==> config.mk <==
export PLATFORM = sky130hd
export DESIGN_NAME = spike_char_decoder_flat
export DESIGN_NICKNAME = d
export VERILOG_FILES = /design/src/rtl/spike_char_decoder_if.sv /design/src/rtl/spike_char_decoder.sv /design/src/flat_wrapper.sv
export SDC_FILE = /design/constraint.sdc
export NUM_CORES = 1
export LEC_CHECK = 0
export ABC_AREA = 1
export BUFFER_PORTS_ARGS = -buffer_cell sky130_fd_sc_hd__buf_2
export CELL_PAD_IN_SITES_DETAIL_PLACEMENT = 0
export CELL_PAD_IN_SITES_GLOBAL_PLACEMENT = 1
export CORE_UTILIZATION = 44
export DETAILED_ROUTE_END_ITERATION = 8
export PLACE_DENSITY_LB_ADDON = 0.05
export RECOVER_POWER = 100
export REMOVE_ABC_BUFFERS = 1
export SLEW_MARGIN = 10
export SYNTH_ARGS = -nofsm -noshare
export SYNTH_HDL_FRONTEND = slang
export SYNTH_SLANG_ARGS = --single-unit
==> constraint.sdc <==
create_clock -name clk -period 2.7 [get_ports clk]
set_input_delay 0.27 -clock clk [delete_from_list [all_inputs] [get_ports clk]]
set_output_delay 0.27 -clock clk [all_outputs]
set_load 0.005 [all_outputs]
==> src/rtl/spike_char_decoder_if.sv <==
// spike_char_decoder_if: spike input / character readout bundle for spike_char_decoder.
// Optional build macro: SPIKE_DEC_STATS_EN adds the commit_cnt output.
interface spike_char_decoder_if;
  logic [3:0]  spike_in;
  logic        enable;
  logic [7:0]  char_out;
  logic        char_valid;
  logic        char_changed;
  logic [3:0]  active_mask;
  logic        win_done;
`ifdef SPIKE_DEC_STATS_EN
  logic [15:0] commit_cnt;

  modport slave (
    input  spike_in, enable,
    output char_out, char_valid, char_changed, active_mask, win_done, commit_cnt
  );
  modport master (
    output spike_in, enable,
    input  char_out, char_valid, char_changed, active_mask, win_done, commit_cnt
  );
`else
  modport slave (
    input  spike_in, enable,
    output char_out, char_valid, char_changed, active_mask, win_done
  );
  modport master (
    output spike_in, enable,
    input  char_out, char_valid, char_changed, active_mask, win_done
  );
`endif
endinterface

==> src/rtl/spike_char_decoder.sv <==
// spike_char_decoder: windowed per-neuron spike counting, thresholding, debounce
// and ASCII character commit for the recurrent-layer readout path.
// Optional build macro: SPIKE_DEC_STATS_EN adds a saturating 16-bit commit counter.
//
// state | meaning
// HOLD  | enable low: window discarded, committed outputs frozen
// COUNT | enable high: accumulating spikes, closing a window every WIN_LEN edges
module spike_char_decoder #(
  parameter int WIN_LEN  = 16,
  parameter int CNT_W    = 5,
  parameter int FIRE_TH  = 4,
  parameter int STABLE_N = 2
) (
  input  logic                 clk,
  input  logic                 rst_n,
  spike_char_decoder_if.slave  bus
);

  typedef enum logic {HOLD, COUNT} state_t;
  typedef enum logic [2:0] {C_IDLE, C_A, C_B, C_C, C_D, C_X, C_Q} code_t;

  localparam logic [CNT_W-1:0] CNT_MAX  = '1;
  localparam logic [CNT_W-1:0] TH       = CNT_W'(FIRE_TH);
  localparam logic [7:0]       LAST_CYC = 8'(WIN_LEN - 1);
  localparam logic [2:0]       STAB_MAX = 3'(STABLE_N);

  state_t                  state_q, state_d;
  logic                    run;
  logic [7:0]              w_cnt_q;
  logic [3:0][CNT_W-1:0]   cnt_q, cnt_inc;
  logic [3:0]              mask;
  code_t                   code, last_code_q;
  logic [7:0]              ch;
  logic [2:0]              stab_q, stab_new;
  logic                    closing, commit, chg;

  logic [7:0]              char_out_q;
  logic                    char_valid_q, char_changed_q, win_done_q;
  logic [3:0]              active_mask_q;

  // State register
  always_ff @(posedge clk or negedge rst_n) begin
    if (!rst_n) state_q <= HOLD;
    else        state_q <= state_d;
  end

  // Next-state logic; the edge that enters COUNT already counts as window cycle 0
  always_comb begin
    state_d = state_q;
    case (state_q)
      HOLD:    if (bus.enable)  state_d = COUNT;
      COUNT:   if (!bus.enable) state_d = HOLD;
      default: state_d = HOLD;
    endcase
  end

  assign run = (state_d == COUNT);

  // Saturating increment and threshold, including this edge's spike
  always_comb begin
    cnt_inc = '0;
    mask    = '0;
    for (int i = 0; i < 4; i++) begin
      cnt_inc[i] = (cnt_q[i] == CNT_MAX) ? CNT_MAX : cnt_q[i] + CNT_W'(bus.spike_in[i]);
      mask[i]    = (cnt_inc[i] >= TH);
    end
  end

  // Mask to activity code and character
  always_comb begin
    code = C_Q;
    ch   = 8'h3F;
    case (mask)
      4'b0000: begin code = C_IDLE; ch = 8'h00; end
      4'b0011: begin code = C_A;    ch = 8'h41; end
      4'b1100: begin code = C_B;    ch = 8'h42; end
      4'b0101: begin code = C_C;    ch = 8'h43; end
      4'b1010: begin code = C_D;    ch = 8'h44; end
      4'b1111: begin code = C_X;    ch = 8'h58; end
      default: begin code = C_Q;    ch = 8'h3F; end
    endcase
  end

  // Debounce and commit decision for the window closing on this edge
  always_comb begin
    stab_new = 3'd1;
    if (code == last_code_q)
      stab_new = (stab_q >= STAB_MAX) ? STAB_MAX : stab_q + 3'd1;
    closing = run && (w_cnt_q == LAST_CYC);
    commit  = closing && (stab_new == STAB_MAX);
    chg     = commit && (code != C_IDLE) && ((ch != char_out_q) || !char_valid_q);
  end

  // Window position and per-neuron counters; dropping enable discards the window
  always_ff @(posedge clk or negedge rst_n) begin
    if (!rst_n) begin
      w_cnt_q <= '0;
      cnt_q   <= '0;
    end else if (!run || closing) begin
      w_cnt_q <= '0;
      cnt_q   <= '0;
    end else begin
      w_cnt_q <= w_cnt_q + 8'd1;
      cnt_q   <= cnt_inc;
    end
  end

  // Window result, debounce history and committed character
  always_ff @(posedge clk or negedge rst_n) begin
    if (!rst_n) begin
      active_mask_q <= '0;
      last_code_q   <= C_IDLE;
      stab_q        <= '0;
      char_out_q    <= '0;
      char_valid_q  <= 1'b0;
    end else if (closing) begin
      active_mask_q <= mask;
      last_code_q   <= code;
      stab_q        <= stab_new;
      if (commit) begin
        if (code == C_IDLE) begin
          char_valid_q <= 1'b0;
        end else begin
          char_out_q   <= ch;
          char_valid_q <= 1'b1;
        end
      end
    end
  end

  // One-cycle strobes following a closing edge
  always_ff @(posedge clk or negedge rst_n) begin
    if (!rst_n) begin
      win_done_q     <= 1'b0;
      char_changed_q <= 1'b0;
    end else begin
      win_done_q     <= closing;
      char_changed_q <= chg;
    end
  end

  assign bus.char_out     = char_out_q;
  assign bus.char_valid   = char_valid_q;
  assign bus.char_changed = char_changed_q;
  assign bus.active_mask  = active_mask_q;
  assign bus.win_done     = win_done_q;

`ifdef SPIKE_DEC_STATS_EN
  logic [15:0] commit_cnt_q;

  // Count commits that change or revalidate the character, saturating
  always_ff @(posedge clk or negedge rst_n) begin
    if (!rst_n)
      commit_cnt_q <= '0;
    else if (chg && (commit_cnt_q != 16'hFFFF))
      commit_cnt_q <= commit_cnt_q + 16'd1;
  end

  assign bus.commit_cnt = commit_cnt_q;
`endif

endmodule

==> src/flat_wrapper.sv <==
// flat-port wrapper written by rule: the top's interface ports become plain ports
module spike_char_decoder_flat 
#(
  parameter int WIN_LEN  = 16,
  parameter int CNT_W    = 5,
  parameter int FIRE_TH  = 4,
  parameter int STABLE_N = 2
)
  (clk, rst_n, bus_spike_in, bus_enable, bus_char_out, bus_char_valid, bus_char_changed, bus_active_mask, bus_win_done);
  spike_char_decoder_if bus_i ();
  input  logic clk;
  input  logic rst_n;
  input wire logic [$bits(bus_i.spike_in)-1:0] bus_spike_in;
  input wire logic [$bits(bus_i.enable)-1:0] bus_enable;
  output wire logic [$bits(bus_i.char_out)-1:0] bus_char_out;
  output wire logic [$bits(bus_i.char_valid)-1:0] bus_char_valid;
  output wire logic [$bits(bus_i.char_changed)-1:0] bus_char_changed;
  output wire logic [$bits(bus_i.active_mask)-1:0] bus_active_mask;
  output wire logic [$bits(bus_i.win_done)-1:0] bus_win_done;
  assign bus_i.spike_in = bus_spike_in;
  assign bus_i.enable = bus_enable;
  assign bus_char_out = bus_i.char_out;
  assign bus_char_valid = bus_i.char_valid;
  assign bus_char_changed = bus_i.char_changed;
  assign bus_active_mask = bus_i.active_mask;
  assign bus_win_done = bus_i.win_done;
  spike_char_decoder #(.WIN_LEN(WIN_LEN), .CNT_W(CNT_W), .FIRE_TH(FIRE_TH), .STABLE_N(STABLE_N)) u_core (.clk(clk), .rst_n(rst_n), .bus(bus_i));
endmodule
==> implementation parameters, run 1 <==
Parameter                              Value

Place
  Placed instance count    479
  Post-detail-place hpwl    approximately 4200 microns
  Number of I/O port buffers    20
  Total placed instance area    0.00310 sq mm
  Minimum setup slack after placement    -0.113 ns
  RD Place Congestion    around 0.8

Yosys
  Sequential share of the synthesized area    about two fifths
  Number of unique standard cell types used by synthesis    31
  Prevailing post-synth register cell    dfrtp_1
  Cell types with the largest area share after synthesis    dfrtp_1 41%, nand2_1 12%, nor2_1 8.0%
  Post-synthesis compound-gate area fraction    6.59%
  Portion of synthesized cell area occupied by the leading cell type    41.0%
  Post-Synthesis Cells    379
  Most instantiated cells after synthesis    92 x nand2_1, 61 x nor2_1, 47 x dfrtp_1, 41 x inv_1, 19 x nand3_1
  Syn avg cell area    7.57 sq um
  Number of enable-type register cells in the synthesized netlist    0
  Main combinational cell family by area after synthesis    simple AND/OR/NAND/NOR gates
  Mux contribution to synthesized area    0%
  Adder-cell share of the synthesized area    4.80%
  Synth Register Bits    47
  Async set-or-reset flop fraction in the synthesized netlist    100%
  Top cell type by total area after synthesis    dfrtp_1
  Synth Area in Simple Gates    37.4%
  Xor/xnor share of the synthesized area    about 1.5%
  Leading cell type by number of instances after synthesis    nand2_1
  Synthesized cell area    between 0.002 and 0.003 sq mm
  Yosys warning count    0

Route
  Routed wire length    6180 microns
  Via/cell ratio    about 4.9
  Post-route DRC violation count    0
  Number of design-rule violations left by the first detailed-router iteration    85
  Total number of vias    between 2k and 2.5k
  WL/cell    12.2 microns
  Iteration count of the initial detailed-routing pass    4
  Post-route ant nets    0

Floorplan
  Cell row count    29
  Die Span X    82.7 microns
  Starting utilization of the core area    45.4%
  Placeable core area    0.00631 sq mm
  I/O pin count    22
  Die Y-Extent    82.7 microns
  Die Outline Area    0.00684 sq mm

Power and ir drop
  Total power of the final layout    between 1 and 1.5 mW
  Static leakage    1.77 nW
  Max VDD drop    0.249 mV
  Power density normalized to cell area    380 mW/mm^2

Worst setup path
  Startpoint types    flop
  Classification of the worst setup path    flop to flop
  Depth of the most critical reg-to-reg path    17
  Largest fanout on the critical path    6
  Worst path arrival time    2.80 ns
  Endpoint kind of the worst setup timing path    flop
  CP required    2.89 ns

GRT
  Number of antenna violations at the first check in global routing    0
  Overflow left after global routing    0
  Global routing usage summed across all routing layers    18.2%
  Wire length of the first global-routing pass    9400 microns
  Largest net degree at the start of global routing    48
  Via count of the first global-routing pass    2113

STA
  Final Critical Period    roughly 2.6 ns
  Final Hold Slack    0.226 ns
  Setup repair after global routing missed its margin    yes
  Final WS setup    0.0895 ns
  Worst-Margin Slew    1.17 ns
  Setup TNS Final    0 ns
  Number of failing hold endpoints at the final stage    0
  Fin crit share    96.7%
  Maximum achievable frequency    0.383 GHz
  Fin. max-slew vios    0
  Final Skew    0.0118 ns
  Setup-failing EPs final    0
  Relative slew slack    21.8%

Clock network
  Clock latency on the worst-skew pair    roughly 0.3 ns
  Clock H-tree levels    2
  TritonCTS clock tree    done
  Number of buffers between clock root and the deepest sink    2
  Clock sink count    47
  Clock root buffer    clkbuf_8
  Clk slew on worst S/H paths    0.09 ns
  Count of hold buffers inserted by post-cts repair    0
  Total CTS buffers    5

Final layout
  Area added between synthesis and finish    24.6%
  Final instance count without filler cells    slightly above 500
  Final Util    around 57%
  Count of nets after finishing    445
  Layout fillers    around 630
  Share of final-layout standard cells stronger than drive strength 1    31.8%
  Total inserted antenna cells    0
  Final cell area excluding filler cells    0.00357 sq mm

Worst hold path
  Worst hold path depth    3
  HP Class    input pin to flop

Run status
  Status    completed

Job
  Maximum capacitance violations    0
## logic make-up after synthesis
kind of cell | count (synthesis)
other cells | 1
buf+inv | 58
fa+ha+maj | 11
xor+xnor | 5
flops | 47
simple gates | 225
compound gates | 32
## worst paths after layout
kind                                                  start                                  to  slack [ns]
worst min register to register  u_core.w_cnt_q[0]$_DFF_PN0_         u_core.w_cnt_q[0]$_DFF_PN0_        0.46
worst max-delay path             u_core.cnt_q[10]$_DFF_PN0_  u_core.bus.char_out[1]$_DFFE_PN0P_        0.09
worst min-delay path                             bus_enable         u_core.w_cnt_q[2]$_DFF_PN0_        0.23
max in group asynchronous                             rst_n         u_core.w_cnt_q[1]$_DFF_PN0_        1.70
worst max register to register   u_core.cnt_q[10]$_DFF_PN0_  u_core.bus.char_out[1]$_DFFE_PN0P_        0.09
min in group asynchronous                             rst_n           u_core.cnt_q[2]$_DFF_PN0_        0.28
## state kept, by name (all words and copies together), names as in the netlist
signal                   flops
u_core.stab_q                3
u_core.bus.char_out          6
u_core.bus.char_valid        1
u_core.bus.active_mask       4
u_core.bus.char_changed      1
u_core.cnt_q                20
u_core.last_code_q           3
u_core.bus.win_done          1
u_core.w_cnt_q               8
## critical path, stage by stage, from the launching register on
cell	delay, ns
dfrtp_1	0.41
ha_4	0.18
ha_4	0.17
buf_4	0.13
nand3_2	0.07
nand2_1	0.09
nor2_4	0.13
nand2_4	0.09
nand2_4	0.10
nor2_4	0.05
nor2_4	0.15
nand3_4	0.14
nand3_4	0.12
nand3_4	0.07
nor2_4	0.16
nand4_1	0.17
nor2_2	0.19
a21oi_1	0.09
## per-layer routing
layer | track usage (%) | wire length (microns) | vias to the layer above
li1 | - | - | 1304
met1 | 24.4 | 3080 | 1151
met2 | 29.9 | 2910 | 25
met3 | 3.41 | 131 | 6
met4 | 4.66 | 63 | 0
met5 | 0 | 0 | -
## layout make-up
type,count,area [sq um],share of cell area [%]
clock buffers,7,76.3,2.14
multi-input cells,275,1740,48.7
inverters,49,184,5.15
well taps,77,96.3,2.70
flip-flops and latches,47,1180,32.9
repair buffers,49,297,8.30
clock inverters,1,5.00,0.140
## what timing repair did
action / CTS / global route
pin swaps: 8 / 35
setup endpoints to repair: 7 / 10
buffers inserted: 3 / 14
cloned: 1 / 0
gates resized for setup: 14 / 58
## where the power goes
part           total, mW  switching, mW  internal, mW
clock              0.419          0.237         0.182
combinational      0.198          0.110        0.0883
sequential         0.739         0.0201         0.719
## layout by cell type (no fill, tap or decap), types with 8 or more instances in the layout
cell      netlist  layout
a21oi_1        10       9
buf_2           0      10
buf_4           5      26
clkbuf_1        3      13
dfrtp_1        47      47
ha_4            0       8
inv_1          41      39
inv_2           6       9
nand2_1        92      74
nand2_2        10      23
nand3_1        19      17
nand4_1        11      11
nor2_1         61      49
nor2_2         10      14
nor2_4          8      16
o21ai_0        11       9
(Power assumes the default switching activity.)
==> run 2: changes to the inputs <==
--- a/config.mk
+++ b/config.mk
@@ -5,12 +5,12 @@
 export SDC_FILE = /design/constraint.sdc
 export NUM_CORES = 1
 export LEC_CHECK = 0
-export ABC_AREA = 1
 export BUFFER_PORTS_ARGS = -buffer_cell sky130_fd_sc_hd__buf_2
-export CELL_PAD_IN_SITES_DETAIL_PLACEMENT = 0
+export CELL_PAD_IN_SITES_DETAIL_PLACEMENT = 1
 export CELL_PAD_IN_SITES_GLOBAL_PLACEMENT = 1
-export CORE_UTILIZATION = 44
+export CORE_UTILIZATION = 46
 export DETAILED_ROUTE_END_ITERATION = 8
+export MAX_ROUTING_LAYER = met4
 export PLACE_DENSITY_LB_ADDON = 0.05
 export RECOVER_POWER = 100
 export REMOVE_ABC_BUFFERS = 1
==> implementation parameters, run 2 <==
Parameter                              Value

Run status
  Status    finished, violations left
  Failing checks    negative setup slack

Yosys
  Portion of synthesized cell area occupied by the leading cell type    about two fifths
  Prevailing post-synth register cell    dfrtp_1
  Post-Synthesis Cells    307
  Yosys warning count    0
  Cell types with the largest area share after synthesis    dfrtp_1 41%, nor2_1 5.0%, ha_1 4.8%
  Leading cell type by number of instances after synthesis    dfrtp_1
  Synthesized cell area    0.00284 sq mm
  Number of enable-type register cells in the synthesized netlist    0
  Syn avg cell area    9.25 sq um
  Number of unique standard cell types used by synthesis    57
  Sequential share of the synthesized area    between 40% and 50%
  Top cell type by total area after synthesis    dfrtp_1
  Synth Register Bits    47
  Most instantiated cells after synthesis    47 x dfrtp_1, 38 x nor2_1, 33 x nand2_1
  Async set-or-reset flop fraction in the synthesized netlist    100%

Route
  Routed wire length    11400 microns
  WL/cell    24.1 microns
  Number of design-rule violations left by the first detailed-router iteration    about 220
  Post-route ant nets    0
  Via/cell ratio    6.39
  Iteration count of the initial detailed-routing pass    5
  Total number of vias    3028
  Post-route DRC violation count    0

Final layout
  Register containing the most flip-flops in the final layout    u_core.cnt_q
  Layout fillers    646
  Count of nets after finishing    416
  Total inserted antenna cells    0
  Area added between synthesis and finish    42.4%
  Final Util    between 60% and 70%
  Most frequent cells in the layout    62 x buf_4, 47 x dfrtp_1, 36 x nor2_1, 29 x nand2_1, 17 x nand3_1
  Share of final-layout standard cells stronger than drive strength 1    between 30 and 40%
  Max FFs per register    20
  Most common library cell in the layout ignoring fill and taps    buf_4

GRT
  Number of antenna violations at the first check in global routing    0
  Via count of the first global-routing pass    just under 3k
  Wire length of the first global-routing pass    15000 microns
  Overflow left after global routing    0
  Global routing usage summed across all routing layers    between 30% and 40%
  Largest net degree at the start of global routing    26

Clock network
  Total CTS buffers    5
  Number of buffers between clock root and the deepest sink    2
  Clock root buffer    clkbuf_8
  Clock latency on the worst-skew pair    0.33 ns
  Clock sink count    47
  Clk slew on worst S/H paths    0.11 ns
  TritonCTS clock tree    done
  Clock H-tree levels    2

Worst hold path
  HP Class    input pin to flop
  Worst hold path depth    2

Worst setup path
  Startpoint types    flop
  Largest fanout on the critical path    4
  Depth of the most critical reg-to-reg path    10
  Worst path arrival time    3.18 ns
  CP required    2.91 ns
  Endpoint kind of the worst setup timing path    flop
  Classification of the worst setup path    flop to flop

STA
  Final Critical Period    2.97 ns
  Number of failing hold endpoints at the final stage    0
  Setup repair after global routing missed its margin    yes
  Worst-Margin Slew    1.39 ns
  Fin. max-slew vios    0
  Setup-failing EPs final    12
  Setup TNS Final    -2.48 ns
  Final Hold Slack    0.204 ns
  Maximum achievable frequency    about 0.34 GHz
  Fin crit share    110%
  Relative slew slack    7.28%
  Final WS setup    -0.272 ns
  Final Skew    0.0186 ns

Floorplan
  Cell row count    28
  Die Outline Area    0.00649 sq mm
  Starting utilization of the core area    48.0%
  Placeable core area    a little under 0.006 sq mm
  Die Y-Extent    a little over 80 microns
  Die Span X    80.6 microns
  I/O pin count    22

Power and ir drop
  Max VDD drop    0.271 mV
  Power density normalized to cell area    413 mW/mm^2
  Static leakage    1.86 nW

Job
  Maximum capacitance violations    0

Place
  Number of I/O port buffers    20
  Post-detail-place hpwl    5930 microns
  RD Place Congestion    0.891
[run 2: final cells by class]
class / count / area (sq um) / share of cell area (%)
multi-input cells: 244 / 1940 / 48.0
well taps: 75 / 93.8 / 2.32
inverters: 9 / 33.8 / 0.836
clock inverters: 3 / 71.3 / 1.76
repair buffers: 91 / 658 / 16.3
clock buffers: 5 / 68.8 / 1.70
flip-flops and latches: 47 / 1180 / 29.1
[run 2: final timing paths]
| path | start | endpoint | slack [ns] |
|---|---|---|---|
| setup / recovery | u_core.cnt_q[5]$_DFF_PN0_ | u_core.bus.char_out[6]$_DFFE_PN0P_ | -0.27 |
| hold / removal | bus_enable | u_core.w_cnt_q[2]$_DFF_PN0_ | 0.20 |
| hold reg to reg | u_core.w_cnt_q[0]$_DFF_PN0_ | u_core.w_cnt_q[0]$_DFF_PN0_ | 0.47 |
| min in group asynchronous | rst_n | u_core.cnt_q[4]$_DFF_PN0_ | 0.78 |
| setup reg to reg | u_core.cnt_q[5]$_DFF_PN0_ | u_core.bus.char_out[6]$_DFFE_PN0P_ | -0.27 |
| max in group asynchronous | rst_n | u_core.bus.active_mask[0]$_DFFE_PN0P_ | 0.61 |
[run 2: critical path, stage by stage (launching register included)]
cell      delay, ns
dfrtp_1        0.43
ha_4           0.19
ha_4           0.16
or2_1          0.25
o22a_2         0.28
a211oi_4       0.31
nor3_4         0.10
or3_4          0.39
a32o_2         0.29
nor2_4         0.15
mux2_4         0.31
[run 2: timing repair]
action | CTS | global route
endpoints found under the setup margin | 11 | 11
gates cloned | 0 | 0
hold buffers | 1 | 0
buffers inserted | 7 | 9
hold endpoints to repair | 22 | 0
pin swaps | 20 | 11
resized for setup | 43 | 32
[run 2: metal layers]
layer / track usage, % / wire length (microns)
met1: 36.4 / 4520
met2: 56.2 / 5720
met3: 4.66 / 663
met4: 10.7 / 541
met5: - / 0
[run 2: cell families (layout without fill, tap and decap cells)]
kind of cell	count (synthesis)	count (layout)	share of synthesized area (%)
DFF	47	47	41.4
AOI/OAI and AO/OA	86	86	22.7
muxes	5	5	2.56
buffers and inverters	16	108	2.42
adders and majority gates	11	11	4.85
other	1	1	0.132
xor gates and xnor gates	15	15	4.63
and+or+nand+nor	126	126	21.3
[run 2: through the flow]
stage	cell area [sq um]	instances	setup slack, ns	power (mW)
floorplan	2800	300	-0.142	0.841
global placement	3430	450	-0.194	0.936
detailed placement	3430	450	-0.304	0.943
CTS	3830	465	-0.146	1.61
global route	4040	474	-0.285	1.72
finish	4040	474	-0.272	1.67
[run 2: report_power, final]
part           leakage [nW]  internal (mW)  switching [mW]
sequential            0.638          0.719          0.0174
combinational          1.15          0.131           0.150
clock                0.0703          0.376           0.277
